--- src/rtl/jt49_bus_master.sv ---
// rtl/jt49_bus_master.sv - BDIR/BC1 bus-cycle initiator for AY-3-8910 style responders
module jt49_bus_master #(
  parameter int          HOLD      = 2,
  parameter logic [3:0]  CHIP_ADDR = 4'h0
) (
  input  logic       clk,
  input  logic       rst_n,
  input  logic       req,
  input  logic       we,
  input  logic [3:0] reg_addr,
  input  logic [7:0] wdata,
  output logic       busy,
  output logic       done,
  output logic [7:0] rdata,
  output logic       bdir,
  output logic       bc1,
  output logic [7:0] bus_dout,
  output logic       bus_oe,
  input  logic [7:0] bus_din
);

  typedef enum logic [2:0] {
    S_IDLE,
    S_LATCH,
    S_GAP1,
    S_ACCESS,
    S_GAP2
  } state_t;

  localparam logic [3:0] LAST = 4'(HOLD - 1);

  state_t      state_q, state_d;
  logic [3:0]  cnt_q, cnt_d;
  logic        we_q, we_d;
  logic [7:0]  wdata_q, wdata_d;
  logic        busy_q, busy_d;
  logic        done_q, done_d;
  logic [7:0]  rdata_q, rdata_d;
  logic        bdir_q, bdir_d;
  logic        bc1_q, bc1_d;
  logic [7:0]  bus_dout_q, bus_dout_d;
  logic        bus_oe_q, bus_oe_d;

  // Outputs are computed for the state being entered, so every pin is a flop.
  always_comb begin
    state_d    = state_q;
    cnt_d      = cnt_q;
    we_d       = we_q;
    wdata_d    = wdata_q;
    busy_d     = busy_q;
    done_d     = 1'b0;
    rdata_d    = rdata_q;
    bdir_d     = bdir_q;
    bc1_d      = bc1_q;
    bus_dout_d = bus_dout_q;
    bus_oe_d   = bus_oe_q;
    case (state_q)
      S_IDLE: begin
        if (req) begin
          we_d       = we;
          wdata_d    = wdata;
          state_d    = S_LATCH;
          cnt_d      = 4'd0;
          busy_d     = 1'b1;
          bdir_d     = 1'b1;
          bc1_d      = 1'b1;
          bus_dout_d = {CHIP_ADDR, reg_addr};
          bus_oe_d   = 1'b1;
        end
      end
      S_LATCH: begin
        if (cnt_q == LAST) begin
          state_d  = S_GAP1;
          cnt_d    = 4'd0;
          bdir_d   = 1'b0;
          bc1_d    = 1'b0;
          bus_oe_d = 1'b0;
        end else begin
          cnt_d = cnt_q + 4'd1;
        end
      end
      S_GAP1: begin
        state_d = S_ACCESS;
        cnt_d   = 4'd0;
        if (we_q) begin
          bdir_d     = 1'b1;
          bus_dout_d = wdata_q;
          bus_oe_d   = 1'b1;
        end else begin
          bc1_d = 1'b1;
        end
      end
      S_ACCESS: begin
        if (cnt_q == LAST) begin
          // Read data has had HOLD cycles to settle; capture on the final strobe cycle.
          if (!we_q) rdata_d = bus_din;
          state_d  = S_GAP2;
          cnt_d    = 4'd0;
          bdir_d   = 1'b0;
          bc1_d    = 1'b0;
          bus_oe_d = 1'b0;
          done_d   = 1'b1;
        end else begin
          cnt_d = cnt_q + 4'd1;
        end
      end
      S_GAP2: begin
        state_d = S_IDLE;
        busy_d  = 1'b0;
      end
      default: begin
        state_d  = S_IDLE;
        busy_d   = 1'b0;
        bdir_d   = 1'b0;
        bc1_d    = 1'b0;
        bus_oe_d = 1'b0;
      end
    endcase
  end

  always_ff @(posedge clk) begin
    if (!rst_n) begin
      state_q    <= S_IDLE;
      cnt_q      <= 4'd0;
      we_q       <= 1'b0;
      wdata_q    <= 8'h00;
      busy_q     <= 1'b0;
      done_q     <= 1'b0;
      rdata_q    <= 8'h00;
      bdir_q     <= 1'b0;
      bc1_q      <= 1'b0;
      bus_dout_q <= 8'h00;
      bus_oe_q   <= 1'b0;
    end else begin
      state_q    <= state_d;
      cnt_q      <= cnt_d;
      we_q       <= we_d;
      wdata_q    <= wdata_d;
      busy_q     <= busy_d;
      done_q     <= done_d;
      rdata_q    <= rdata_d;
      bdir_q     <= bdir_d;
      bc1_q      <= bc1_d;
      bus_dout_q <= bus_dout_d;
      bus_oe_q   <= bus_oe_d;
    end
  end

  assign busy     = busy_q;
  assign done     = done_q;
  assign rdata    = rdata_q;
  assign bdir     = bdir_q;
  assign bc1      = bc1_q;
  assign bus_dout = bus_dout_q;
  assign bus_oe   = bus_oe_q;

endmodule

--- config.mk ---
export PLATFORM = sky130hd
export DESIGN_NAME = jt49_bus_master
export DESIGN_NICKNAME = d
export VERILOG_FILES = /design/src/rtl/jt49_bus_master.sv
export SDC_FILE = /design/constraint.sdc
export NUM_CORES = 1
export LEC_CHECK = 0
export CAP_MARGIN = 20
export CORE_MARGIN = 5
export CORE_UTILIZATION = 42
export CTS_CLUSTER_SIZE = 10
export DETAILED_ROUTE_END_ITERATION = 8
export PLACE_DENSITY_LB_ADDON = 0.05
export SLEW_MARGIN = 5
export SYNTH_ARGS = -nofsm -noshare
export SYNTH_HDL_FRONTEND = slang
export SYNTH_SLANG_ARGS = --single-unit
--- constraint.sdc ---
create_clock -name clk -period 1.4 [get_ports clk]
set_input_delay 0.14 -clock clk [delete_from_list [all_inputs] [get_ports clk]]
set_output_delay 0.14 -clock clk [all_outputs]
set_load 0.02 [all_outputs]
Word level (Yosys, flattened, before mapping)
Cells that the tools add are included.
{"block": "word_totals", "in_bits": 24, "regBits": 36, "elab_cells": 57, "out_inout_bits": 21}
{"block": "classes", "n_addsub": 1, "bitwise_logic": 3, "n_eq_ne": 11, "muxes": 18, "reduce_logical": 14}
{"op": "8-bit two-way mux", "n": 2}
{"op": "8-bit one-hot mux with 2 select lines", "n": 1}
{"op": "3-bit one-hot mux with 4 select lines", "n": 1}
{"op": "4-bit one-hot mux with 3 select lines", "n": 1}
{"op": "2-bit != test, second input constant", "n": 5}
{"op": "3-bit two-way mux", "n": 3}
{"op": "3-bit AND reduction", "n": 3}
{"op": "4-bit two-way mux", "n": 2}
{"op": "1-bit one-hot mux with 4 select lines", "n": 2}
{"op": "2-bit AND reduction", "n": 4}
{"op": "4-bit AND reduction", "n": 2}
{"op": "3-bit by 2-bit equality test with 1-bit output, second input constant", "n": 2}
{"op": "1-bit two-way mux", "n": 5}
{"op": "4-bit by 1-bit adder with 4-bit output, second input constant", "n": 1}
{"op": "4-bit by 1-bit equality test with 1-bit output, second input constant", "n": 1}
{"op": "3-bit by 1-bit equality test with 1-bit output, second input constant", "n": 1}
{"op": "3-bit equality test, second input constant", "n": 1}
{"op": "3-bit logical NOT", "n": 1}
{"op": "1-bit inverter", "n": 3}
{"op": "3-bit nonzero test", "n": 1}
{"op": "3-bit OR reduction", "n": 1}
{"op": "2-bit by 1-bit != test with 1-bit output, second input constant", "n": 1}
{"op": "1-bit one-hot mux with 2 select lines", "n": 1}
{"op": "2-bit nonzero test", "n": 1}
{"op": "2-bit OR reduction", "n": 1}

Longest topological paths before layout
Gate-level depths: netlist of the first run.
{"block": "logic_depth", "ltp_word": 4, "ltp_mapped": 7, "mapped_depth_nobuf": 6}

Least setup slack after synthesis of the first run
Ideal clock, no wire load.
{"block": "synth_timing", "kind": "register to register", "from": "register cnt_q[0]", "to": "register rdata_q[6] (netlist: rdata[6])", "setup_ns": 0.115, "t_required_ns": 1.285, "t_arrival_ns": 1.237, "period_less_slack_ns": 1.352, "n_path_buf": 1, "path_stages_with_launch": 7, "setup_slack_ns": 0.048, "cell_sequence": "dfxtp_1 -> ha_1 -> nor3b_2 -> nand3_2 -> buf_6 -> nand3_2 -> o21ai_2"}
{"block": "synth_between", "elab_chain_cells": 2}
{"element": "from (decl)", "line": "33", "text": "logic [3:0] cnt_q, cnt_d;"}
{"element": "from (signal assigned)", "line": "136", "text": "cnt_q <= cnt_d;"}
{"element": "4-bit by 1-bit equality test with 1-bit output", "line": "94", "text": "if (cnt_q == LAST) begin"}
{"element": "3-bit AND reduction (no line)"}
{"element": "to (signal assigned)", "line": "141", "text": "rdata_q <= rdata_d;"}
{"element": "to (decl)", "line": "38", "text": "logic [7:0] rdata_q, rdata_d;"}
Every way passes these cells.
A chain may end at the register's enable or synchronous reset.

Final worst setup path of the first run
{"block": "layout_timing", "from": "register bc1_q (netlist: bc1)", "to": "output bc1"}
{"element": "from (decl)", "line": "40", "text": "logic bc1_q, bc1_d;"}
{"element": "from (signal assigned)", "line": "131", "text": "bc1_q <= 1'b0;"}
{"element": "from (signal assigned)", "line": "143", "text": "bc1_q <= bc1_d;"}
{"element": "to (decl)", "line": "16", "text": "output logic bc1,"}
No word-level cell between the ends.

==> metrics.md, run 1 <==
| Metric | Value |
|---|---|
| Status | `complete, no violations` |
| Largest net degree at the start of global routing | `45` |
| Vias in the first global route | `1,426` |
| Die H | `72.16 um` |
| Setup tns final | `0 ps` |
| Nets | `258` |
| Area added between synthesis and finish | `48.50%` |
| Cell taking the most area after synthesis | `dfxtp_1` |
| Sequential share of the synthesized area | `44.41%` |
| Post-synth top flop | `dfxtp_1` |
| Uppermost layer routed | `met4` |
| Synth Instances | `176` |
| Met3 wire len | `270 um` |
| Clock Tree Root | `clkbuf_8` |
| Dpl hpwl | `2.584 mm` |
| Max cap viols | `0` |
| Clock Latency Late Sink | `280 ps` |
| WL/cell | `12.96 um` |
| Crit path launch type | `register` |
| EDFF count, synth | `0` |
| Routed vias | `1,418` |
| Arrival time at the worst endpoint | `1210 ps` |
| Final hold vios | `0` |
| TritonRoute pass-1 iters | `4` |
| I/O Buffers | `44` |
| Top cell type's share of synthesized area | `44.41%` |
| Crit share post-route | `96.65%` |
| Crit path max-delay family | `buffers and inverters` |
| Cell area after layout | `2410 um^2` |
| # clock sinks | `36` |
| IO Pins | `45` |
| Maximum clock path buffer count | `2` |
| Synthesis warning total | `0` |
| Core Area | `3716 um^2` |
| Worst-path clk slew | `70 ps` |
| Mean Syn Cell Area | `9.220 um^2` |
| GPL Wtd Cong | `0.7826` |
| Pre-CTS WS | `-139.8 ps` |
| FF+latch count, synth | `36` |
| Vias/cell | `5.046` |
| Max Clock Freq | `0.7390 GHz` |
| Overall global routing resource usage | `14.09%` |
| Met2 wire length | `1.683 mm` |
| Hold Buf Count CTS | `0` |
| Max Fanout on Critical Path | `2` |
| Max_slew headroom | `76.31%` |
| Inserted Clock Buffers | `5` |
| Ys async rst share | `0%` |
| Crit-path slowest cell | `clkdlybuf4s50_1` |
| Initial antenna violation count | `0` |
| Non-Filler Instances | `281` |
| DRT iter0 DRCs | `79` |
| Top cells by area, synth | `dfxtp_1 44%, nand2_1 7.6%, a21boi_2 6.2%` |
| DRC errors left | `0` |
| Final Setup Violations | `0` |
| Htree depth | `2` |
| Placed cell areas | `2205 um^2` |
| Post-Syn Area | `1623 um^2` |
| Met1 Wirelength | `1.669 mm` |
| Worst path required time | `1260 ps` |
| Fin worst setup slack | `46.85 ps` |
| Die area | `5207 um^2` |
| Worst vdd rail ir drop | `0.4943 mV` |
| Critical path's largest stage delay | `600 ps` |
| Final Max Tran Viols | `0` |
| WS Path Type | `register to output port` |
| Fin crit period | `1353 ps` |
| Die W | `72.16 um` |
| CTS tree | `done` |
| Syn_nets | `202` |
| Commonest cells after routing, fill and taps aside | `33 x nand2_1, 33 x dfxtp_1, 27 x clkdlybuf4s50_1` |
| FP Rows | `22` |
| Power per cell area | `943.1 nW/um^2` |
| Leak Pwr | `1.203 nW` |
| Hold Path Class | `input pin to register` |
| Post-route ant nets | `0` |
| Grt total ovfl | `0` |
| Least-Margin Pin Slew | `354.9 ps` |
| Worst setup EP type | `output port` |
| Cell variety after synth | `36` |
| Cell Chain, Critical Path | `clkdlybuf4s50_1` |
| Buf+Inv Stages, Crit Path | `1` |
| Share of cells above drive strength 1 | `24.46%` |
| Global-route wire length before repair | `5.940 mm` |
| Initial core utilization | `43.67%` |
| RSZ-0062 raised after global routing | `yes` |
| Ant diodes | `0` |
| Clock skew | `3.789 ps` |
| Inst Count DP | `271` |
| Final WL | `3.641 mm` |
per-layer routing:
metal | track usage [%] | vias up
li1 | - | 718
met1 | 16.60 | 658
met2 | 23.26 | 40
met3 | 5.540 | 2
met4 | 4.802 | 0
met5 | 0 | -
cell usage after synthesis, types with 4 or more instances:
| cell type | number |
|---|---|
| a21boi_2 | 9 |
| nand2_1 | 33 |
| o21ai_2 | 8 |
| o21ai_0 | 9 |
| inv_1 | 4 |
| buf_2 | 4 |
| nor2_1 | 8 |
| nor2b_1 | 5 |
| dfxtp_1 | 36 |
| nand3_1 | 10 |
| clkbuf_1 | 5 |
| o311a_1 | 4 |
| a22oi_1 | 4 |
logic make-up after synthesis:
logic type                 Yosys count  synth area share [%]
and+or+nand+nor                     78                 26.60
adders and majority gates            2                 1.542
xor gates and xnor gates             2                 1.080
DFF                                 36                 44.41
AOI/OAI and AO/OA                   41                 20.74
buffers and inverters               17                 5.628
state kept, by name (all words and copies together), names as in the netlist:
register / cells
wdata_q: 8
busy: 1
bc1: 1
we_q: 1
cnt_q: 4
bus_dout: 8
rdata: 8
bus_oe: 1
state_q: 3
done: 1
worst paths after layout:
check,cells past startpoint,start,slack [ps],endpoint
max,1,bc1,50,bc1
min,3,bus_din[2],410,rdata[2]
max reg2reg,7,cnt_q[1],90,cnt_q[2]
min reg2reg,2,rdata[6],450,rdata[6]
layout make-up:
cell class,instances,area (um^2)
Fill cell,324,1306
Clock buffer,8,90.09
Inverter,4,15.01
Timing Repair Buffer,62,673.1
Tap cell,48,60.06
Multi-Input combinational cell,123,847.1
Sequential cell,36,724.4
what timing repair did:
action                                 4_1_cts  5_1_grt
gates resized for setup                      3       27
buffers inserted                             0        1
endpoints found under the hold margin        0        0
setup endpoints to repair                    6       44
pin swaps                                    0        3
cloned                                       0        1
power breakdown:
part / total (W) / switching, W / leakage [nW] / internal (W)
logic: 0.000417 / 0.000186 / 0.863 / 0.000231
clock network: 0.000741 / 0.000340 / 0.0455 / 0.000401
registers: 0.00111 / 0.0000401 / 0.295 / 0.00107
metrics by stage:
| step | hold WS [ps] | util [%] | total power, W |
|---|---|---|---|
| finish | 409.3 | 64.85 | 0.002273 |
| detailed placement | 452.6 | 59.33 | 0.001542 |
| global route | 416.5 | 64.85 | 0.002394 |
| floorplan | 283.8 | - | 0.001347 |
| CTS | 400.3 | 62.05 | 0.002304 |
| global placement | 443.3 | 59.33 | 0.001530 |
(Power assumes the default switching activity.)
==> inputs of run 2 (changes only) <==
--- a/config.mk
+++ b/config.mk
@@ -8,6 +8,7 @@
 export CAP_MARGIN = 20
 export CORE_MARGIN = 5
 export CORE_UTILIZATION = 42
+export CTS_CLUSTER_DIAMETER = 40
 export CTS_CLUSTER_SIZE = 10
 export DETAILED_ROUTE_END_ITERATION = 8
 export PLACE_DENSITY_LB_ADDON = 0.05
==> results of run 2 <==
The final DEF is identical to that of run 1; final timing and power are the same.
